`config.mk`:
```
export PLATFORM = sky130hd
export DESIGN_NAME = sgd_serial_loader
export DESIGN_NICKNAME = d
export VERILOG_FILES = /design/src/rtl/sgd_serial_loader.sv
export SDC_FILE = /design/constraint.sdc
export NUM_CORES = 1
export LEC_CHECK = 0
export CAP_MARGIN = 20
export CORE_MARGIN = 8
export CORE_UTILIZATION = 38
export CTS_CLUSTER_DIAMETER = 80
export DETAILED_ROUTE_END_ITERATION = 7
export MAX_ROUTING_LAYER = met4
export PLACE_DENSITY_LB_ADDON = 0.15
export SETUP_SLACK_MARGIN = 0.4
export SYNTH_ARGS = -nofsm -noshare
export SYNTH_HDL_FRONTEND = slang
export SYNTH_SLANG_ARGS = --single-unit
```
`constraint.sdc`:
```
create_clock -name CLK -period 7.5 [get_ports CLK]
set_clock_uncertainty 0.05 [all_clocks]
set_input_delay 1.5 -clock CLK [delete_from_list [all_inputs] [get_ports CLK]]
set_output_delay 1.5 -clock CLK [all_outputs]
set_load 0.005 [all_outputs]
```
`src/rtl/sgd_serial_loader.sv`:
```
// rtl/sgd_serial_loader.sv - serial sample loader that assembles words and emits indexed write strobes
module sgd_serial_loader #(
   parameter int WORD_W    = 16,
   parameter int LANES     = 1,
   parameter int FEAT_W    = 4,
   parameter int PTS_W     = 12,
   parameter int MSB_FIRST = 0
) (
   input  logic              CLK,
   input  logic              RST,
   input  logic [LANES-1:0]  S,
   input  logic              START,
   input  logic              ABORT,
   input  logic [FEAT_W-1:0] feat,
   input  logic [PTS_W-1:0]  data_points,
   output logic              WR_EN,
   output logic [PTS_W-1:0]  WR_PT,
   output logic [FEAT_W-1:0] WR_COL,
   output logic [WORD_W-1:0] WR_DATA,
   output logic              BUSY,
   output logic              LOAD_DONE,
   output logic              ERR
);

   localparam int N    = WORD_W / LANES;
   localparam int SC_W = (N > 1) ? $clog2(N) : 1;

   typedef enum logic [1:0] {IDLE, SHIFT, DONE} state_t;

   state_t            state;
   state_t            state_nxt;
   logic [FEAT_W-1:0] feat_r;
   logic [FEAT_W-1:0] col;
   logic [PTS_W-1:0]  pts_r;
   logic [PTS_W-1:0]  pt;
   logic [SC_W-1:0]   slice;
   logic [WORD_W-1:0] shreg;
   logic [WORD_W-1:0] word_nxt;
   logic              accept;
   logic              last_slice;
   logic              last_col;
   logic              last_word;

   assign last_slice = (slice == SC_W'(N - 1));
   assign last_col   = (col == '0);
   assign last_word  = last_slice && last_col && (pt == pts_r - PTS_W'(1));

   // Merge the incoming slice into the partial word; the shift direction sets the bit order
   generate
      if (MSB_FIRST != 0) begin : g_msb
         always_comb begin
            word_nxt = WORD_W'({shreg, S});
         end
      end else begin : g_lsb
         always_comb begin
            word_nxt = WORD_W'({S, shreg} >> LANES);
         end
      end
   endgenerate

   // State register
   always_ff @(posedge CLK or negedge RST) begin
      if (!RST) state <= IDLE;
      else      state <= state_nxt;
   end

   // Next-state logic, START acceptance and BUSY; ABORT wins over START
   always_comb begin
      state_nxt = state;
      accept    = 1'b0;
      BUSY      = 1'b0;
      case (state)
         IDLE, DONE: begin
            if (START && !ABORT) begin
               accept    = 1'b1;
               state_nxt = (data_points != '0) ? SHIFT : DONE;
            end
         end
         SHIFT: begin
            BUSY = 1'b1;
            if (ABORT)          state_nxt = IDLE;
            else if (last_word) state_nxt = DONE;
         end
         default: state_nxt = IDLE;
      endcase
   end

   // Slice shifting, point/column counting, write strobe and status flags
   always_ff @(posedge CLK or negedge RST) begin
      if (!RST) begin
         feat_r    <= '0;
         pts_r     <= '0;
         pt        <= '0;
         col       <= '0;
         slice     <= '0;
         shreg     <= '0;
         WR_EN     <= 1'b0;
         WR_PT     <= '0;
         WR_COL    <= '0;
         WR_DATA   <= '0;
         LOAD_DONE <= 1'b0;
         ERR       <= 1'b0;
      end else begin
         WR_EN <= 1'b0;
         if (accept) begin
            feat_r    <= feat;
            pts_r     <= data_points;
            pt        <= '0;
            col       <= feat;
            slice     <= '0;
            ERR       <= 1'b0;
            LOAD_DONE <= (data_points == '0);
         end else if (state == SHIFT) begin
            if (ABORT) begin
               ERR   <= 1'b1;
               slice <= '0;
            end else begin
               if (START) ERR <= 1'b1;
               shreg <= word_nxt;
               if (last_slice) begin
                  slice   <= '0;
                  WR_EN   <= 1'b1;
                  WR_DATA <= word_nxt;
                  WR_PT   <= pt;
                  WR_COL  <= col;
                  if (last_col) begin
                     col <= feat_r;
                     pt  <= pt + PTS_W'(1);
                  end else begin
                     col <= col - FEAT_W'(1);
                  end
                  if (last_word) LOAD_DONE <= 1'b1;
               end else begin
                  slice <= slice + SC_W'(1);
               end
            end
         end
      end
   end

endmodule
```
======== After elaboration in Yosys (flattened, before gate mapping) ========
Cells that the tools add are included.
operators by class
  add/subtract/negate cells ............... 4
  equality and inequality tests ........... 7
  muxes and demuxes ....................... 35
  bitwise operators ....................... 2
  reductions and logical operators ........ 21
operators with widths
  cell                   count
  $mux 12                5
  $mux 4                 9
  $mux 1                 16
  $add 12x1->12 const B  1
  $eq 12x12->1           1
  $logic_not 12->1       1
  $reduce_and 4->1       3
  $reduce_bool 12->1     1
  $sub 12x1->12 const B  1
  $mux 2                 4
  $reduce_bool 2->1      4
  $reduce_and 3->1       2
  $add 4x1->4 const B    1
  $eq 4x4->1 const B     1
  $logic_not 4->1        1
  $pmux 2 s2             1
  $reduce_and 2->1       2
  $sub 4x1->4 const B    1
  $logic_and 1x1->1      3
  $ne 3x3->1 const B     1
  $reduce_bool 3->1      1
  $eq 2x1->1 const B     1
  $eq 2x2->1 const B     1
  $logic_not 2->1        1
  other kinds (5)        6
storage, ports and cells
  bits in registers ....................... 89
  bits of input ports ..................... 21

======== Logic depth before layout (Yosys ltp) ========
  word-level depth ........................ 8
  depth in mapped cells ................... 8
  gate-level depth less buffers ........... 8

======== Least setup slack after synthesis ========
Ideal clock, no wire load.
  path kind ............................... in2reg
  start point ............................. input port ABORT
  end point ............................... register pt[9]
  arrival time ............................ 3069 ps
  setup slack ............................. 4249 ps
  stages on the path ...................... 6
  cell sequence ........................... or3b_2 -> nor3_1 -> o2111a_1 -> nand3_1 -> xor2_1 -> nor2_1
between the ends
  word-level cells in the longest chain between the ends .. 6
  elaborated cells between the ends (all ways) .. 10
  classes of those cells .................. 1 x eq/ne; 3 x mux; 6 x reduce/logical
ends and longest elaborated chain
  element                                                           RTL line  RTL
  from (decl)                                                       13        input logic ABORT,
  $logic_not 1->1                                                   74        if (START && !ABORT) begin
  $logic_and 1x1->1                                                 74
  $mux 1                                                            74
  $mux 1                                                            72        case (state)
  $ne 2x1->1 (no line) / $reduce_bool 2->1 (equally long branches)  --
  $reduce_and 4->1 (no line)                                        --
  to (signal assigned)                                              128       pt <= pt + PTS_W'(1);
  to (decl)                                                         35        logic [PTS_W-1:0] pt;
Several ways; a longest one is shown, not always the timed one.
A chain may end at the register's enable or synchronous reset.

======== Worst setup path after layout ========
  start point ............................. input port ABORT
  end point ............................... register col[0]
between the ends
  word-level cells in the longest chain between the ends .. 6
  elaborated cells between the ends (all ways) .. 9
  classes of those cells .................. 1 x eq/ne; 3 x mux; 5 x reduce/logical
ends and longest elaborated chain
  element                                                           RTL line  RTL
  $logic_not 1->1                                                   74
  $logic_and 1x1->1                                                 74
  $mux 1                                                            74
  $mux 1                                                            72
  $ne 2x1->1 (no line) / $reduce_bool 2->1 (equally long branches)  --
  $reduce_and 3->1 (no line)                                        --
  to (signal assigned)                                              109       col <= feat;
  to (signal assigned)                                              127       col <= feat_r;
  to (signal assigned)                                              130       col <= col - FEAT_W'(1);
  to (decl)                                                         33        logic [FEAT_W-1:0] col;
Several ways; a longest one is shown, not always the timed one.

==> flow_metrics.tcl <==
set metrics [dict create \
    run_status "complete, no violations" \
    fmaxAchievable_ghz 0.212 \
    drtIter0Drc 161 \
    max_slew_margin_pct 39.8 \
    ys_types 50 \
    clk_latency_ns 0.36 \
    fill_cells 1006 \
    power.leakage_uw 0.00237 \
    first_global_vias 3024 \
    postRouteAntennaNets 0 \
    cts_setup_buffers 0 \
    synth_top_area_share_pct 54.5 \
    cts_hold_buffers 0 \
    grt_max_degree 46 \
    viasPerCell 4.94 \
    crit_fanout 39 \
    cts.repair.resized 0 \
    fin_area_mm2 0.00495 \
    worstPathRequired_ns 7.69 \
    synthCells 430 \
    start_kind "input pin" \
    cap_viol_max_count 0 \
    setup_viol 0 \
    cts_tree "yes" \
    cts-root-buf "clkbuf_8" \
    dieArea_mm2 0.0142 \
    syn_area_mm2 0.00404 \
    antenna_cells 0 \
    rsz0062_at_grt "no" \
    synth.yosys.seq_area_share_pct 54.5 \
    clockBufferDepth 2 \
    syn_nets 455 \
    ios 57 \
    layout-drive-gt1-share_pct 8.07 \
    tns_ns 0 \
    wire_per_inst_um 14.2 \
    dp_hpwl_um 6280 \
    io_buffers 56 \
    areaGrowthSynthToFinish_pct 22.6 \
    postSynthAreaPerCell_um2 9.39 \
    yosysWarnings 0 \
    path_class "input pin to flip-flop" \
    synth_edf_count 0 \
    antenna_found_initial 0 \
    maxSlewViolCount 0 \
    end_kind "flip-flop" \
    cts.clk_slew.worst_paths_ns 0.09 \
    critPathArrivalTime_ns 4.91 \
    yosysTopAreaCell "dfrtp_1" \
    fin_crit_sh_pct 63.0 \
    coreArea_mm2 0.0103 \
    grt_overflow_total 0 \
    worst_pin_slew_ns 0.897 \
    synth_top_flop_cell "dfrtp_1" \
    num_rows 37 \
    remaining_drc_errors 0 \
    cts_buffers 9 \
    synth-seq-cells 88 \
    synth_area_leaders "dfrtp_1 55%, nand2_1 13%, mux2_2 4.2%, xor2_1 3.0%, nor2_1 2.5%" \
    gr-usage-all-layers_pct 13.3 \
    firstDrtPassIters 4 \
    die_y_um 119 \
    cts_max_level 3 \
    drt-total-wl_um 8780 \
    power_uw 1150 \
    r2r_slack_ns 4.00 \
    hold_path_class "flip-flop to flip-flop" \
    final_hold_viol_count 0 \
    vdd_drop_max_v 0.000105 \
    die_w_um 119 \
    via_count 3058 \
    grt_pass1_wl_um 15200 \
    start_util_pct 39.1 \
    fin_nets 504 \
    min_period_ns 4.72 \
    numClockSinks 88 \
    powerDensity_mw_per_mm2 233 \
    synthArstFlopShare_pct 100 \
    place_area_mm2 0.00471 \
    gp_congestion 0.853 \
]
-- layout make-up --
cell class / count / area [µm²] / share of cell area (%)
tap: 136 / 170 / 3.44
timing repair buffer: 58 / 573 / 11.6
sequential: 88 / 2200 / 44.5
clock inverter: 6 / 116 / 2.35
multi-input combinational: 313 / 1730 / 35.0
inverter: 9 / 33.8 / 0.683
clock buffer: 9 / 124 / 2.50
-- worst paths after layout --
kind | startpoint | to | cells after the start
min in group asynchronous | RST | shreg[12] | 1
max in group asynchronous | RST | WR_PT[6] | 2
worst max register to register | state[0] | col[0] | 7
worst min-delay path | shreg[1] | WR_DATA[0] | 2
worst max-delay path | ABORT | col[0] | 8
worst min register to register | shreg[1] | WR_DATA[0] | 2
-- metal layers --
metal | share of wire, % | GRT usage, %
met2 | 44 | 19.2
met4 | 1.1 | 4.66
met3 | 4.2 | 3.02
met1 | 51 | 17.9
met5 | 0 | -
-- through the flow --
stage / utilization, % / worst slack, ns / hold WS [ns] / std cells
global route: 47.9 / 2.43 / 0.449 / 619
CTS: 47.9 / 2.71 / 0.436 / 619
finish: 47.9 / 2.78 / 0.426 / 619
detailed placement: 45.6 / 2.32 / 0.413 / 604
global placement: 45.6 / 2.46 / 0.406 / 604
floorplan: - / 4.25 / 0.383 / 430
-- worst max-delay path, stage by stage --
cell             delay (ns)
clkdlybuf4s50_1        0.57
or3b_2                 0.49
or2_2                  0.66
clkinv_1               0.93
nand3_1                0.32
o21ai_0                0.13
a31oi_1                0.16
o21ai_0                0.10
-- kinds of logic (layout without fill, tap and decap cells) --
group | after synthesis | count (layout) | share of synthesized area [%]
AOI/OAI and AO/OA | 42 | 42 | 6.91
xor gates and xnor gates | 24 | 24 | 5.20
and+or+nand+nor | 225 | 225 | 24.5
DFF | 88 | 88 | 54.5
adders and majority gates | 4 | 4 | 1.24
muxes | 18 | 18 | 4.93
buffers and inverters | 29 | 82 | 2.70
-- registers in the layout, summed over array words and instances, names as in the netlist, 2 cells and up --
signal and cells:
pt 12, WR_DATA 16, col 4, feat_r 4, shreg 15, pts_r 12
WR_PT 12, slice 4, state 2, WR_COL 4
-- power by group --
part | switching, µW | total (µW) | leakage, µW | internal, µW
Sequential | 55.3 | 587 | 0.00117 | 532
Combinational | 84.4 | 173 | 0.00108 | 88.7
Clock | 172 | 393 | 0.000120 | 222
-- synthesized netlist by cell type, types with 2 or more instances --
library cell,instances
nand2_1,143
dfrtp_1,88
nor2_1,27
clkbuf_1,17
mux2_2,15
xor2_1,14
nor3_1,12
a21oi_1,11
o21ai_0,10
xnor2_1,10
inv_1,8
nand3_1,7
and3_1,5
nor4_1,5
ha_1,4
nand2b_1,4
nand4_1,4
buf_1,3
mux2i_1,3
o211ai_1,3
a31oi_1,2
nor2b_1,2
o21bai_1,2
or2_2,2
or3b_1,2
or3b_2,2
or4_1,2
-- cell usage in the layout, fill, tap and decap left out, types with 3 or more instances in the layout --
cell type	count
xor2_1	14
nor3_1	12
clkbuf_8	9
xnor2_1	10
nand2b_1	4
nor4_1	5
o21ai_0	10
dfrtp_1	88
nand4_1	4
buf_4	3
mux2i_1	3
bufinv_16	3
and3_1	5
ha_1	4
a21oi_1	11
o211ai_1	3
nand3_1	7
clkdlybuf4s50_1	55
mux2_2	15
inv_1	8
nand2_1	143
nor2_1	27
Power figures use the tool's default switching activity.
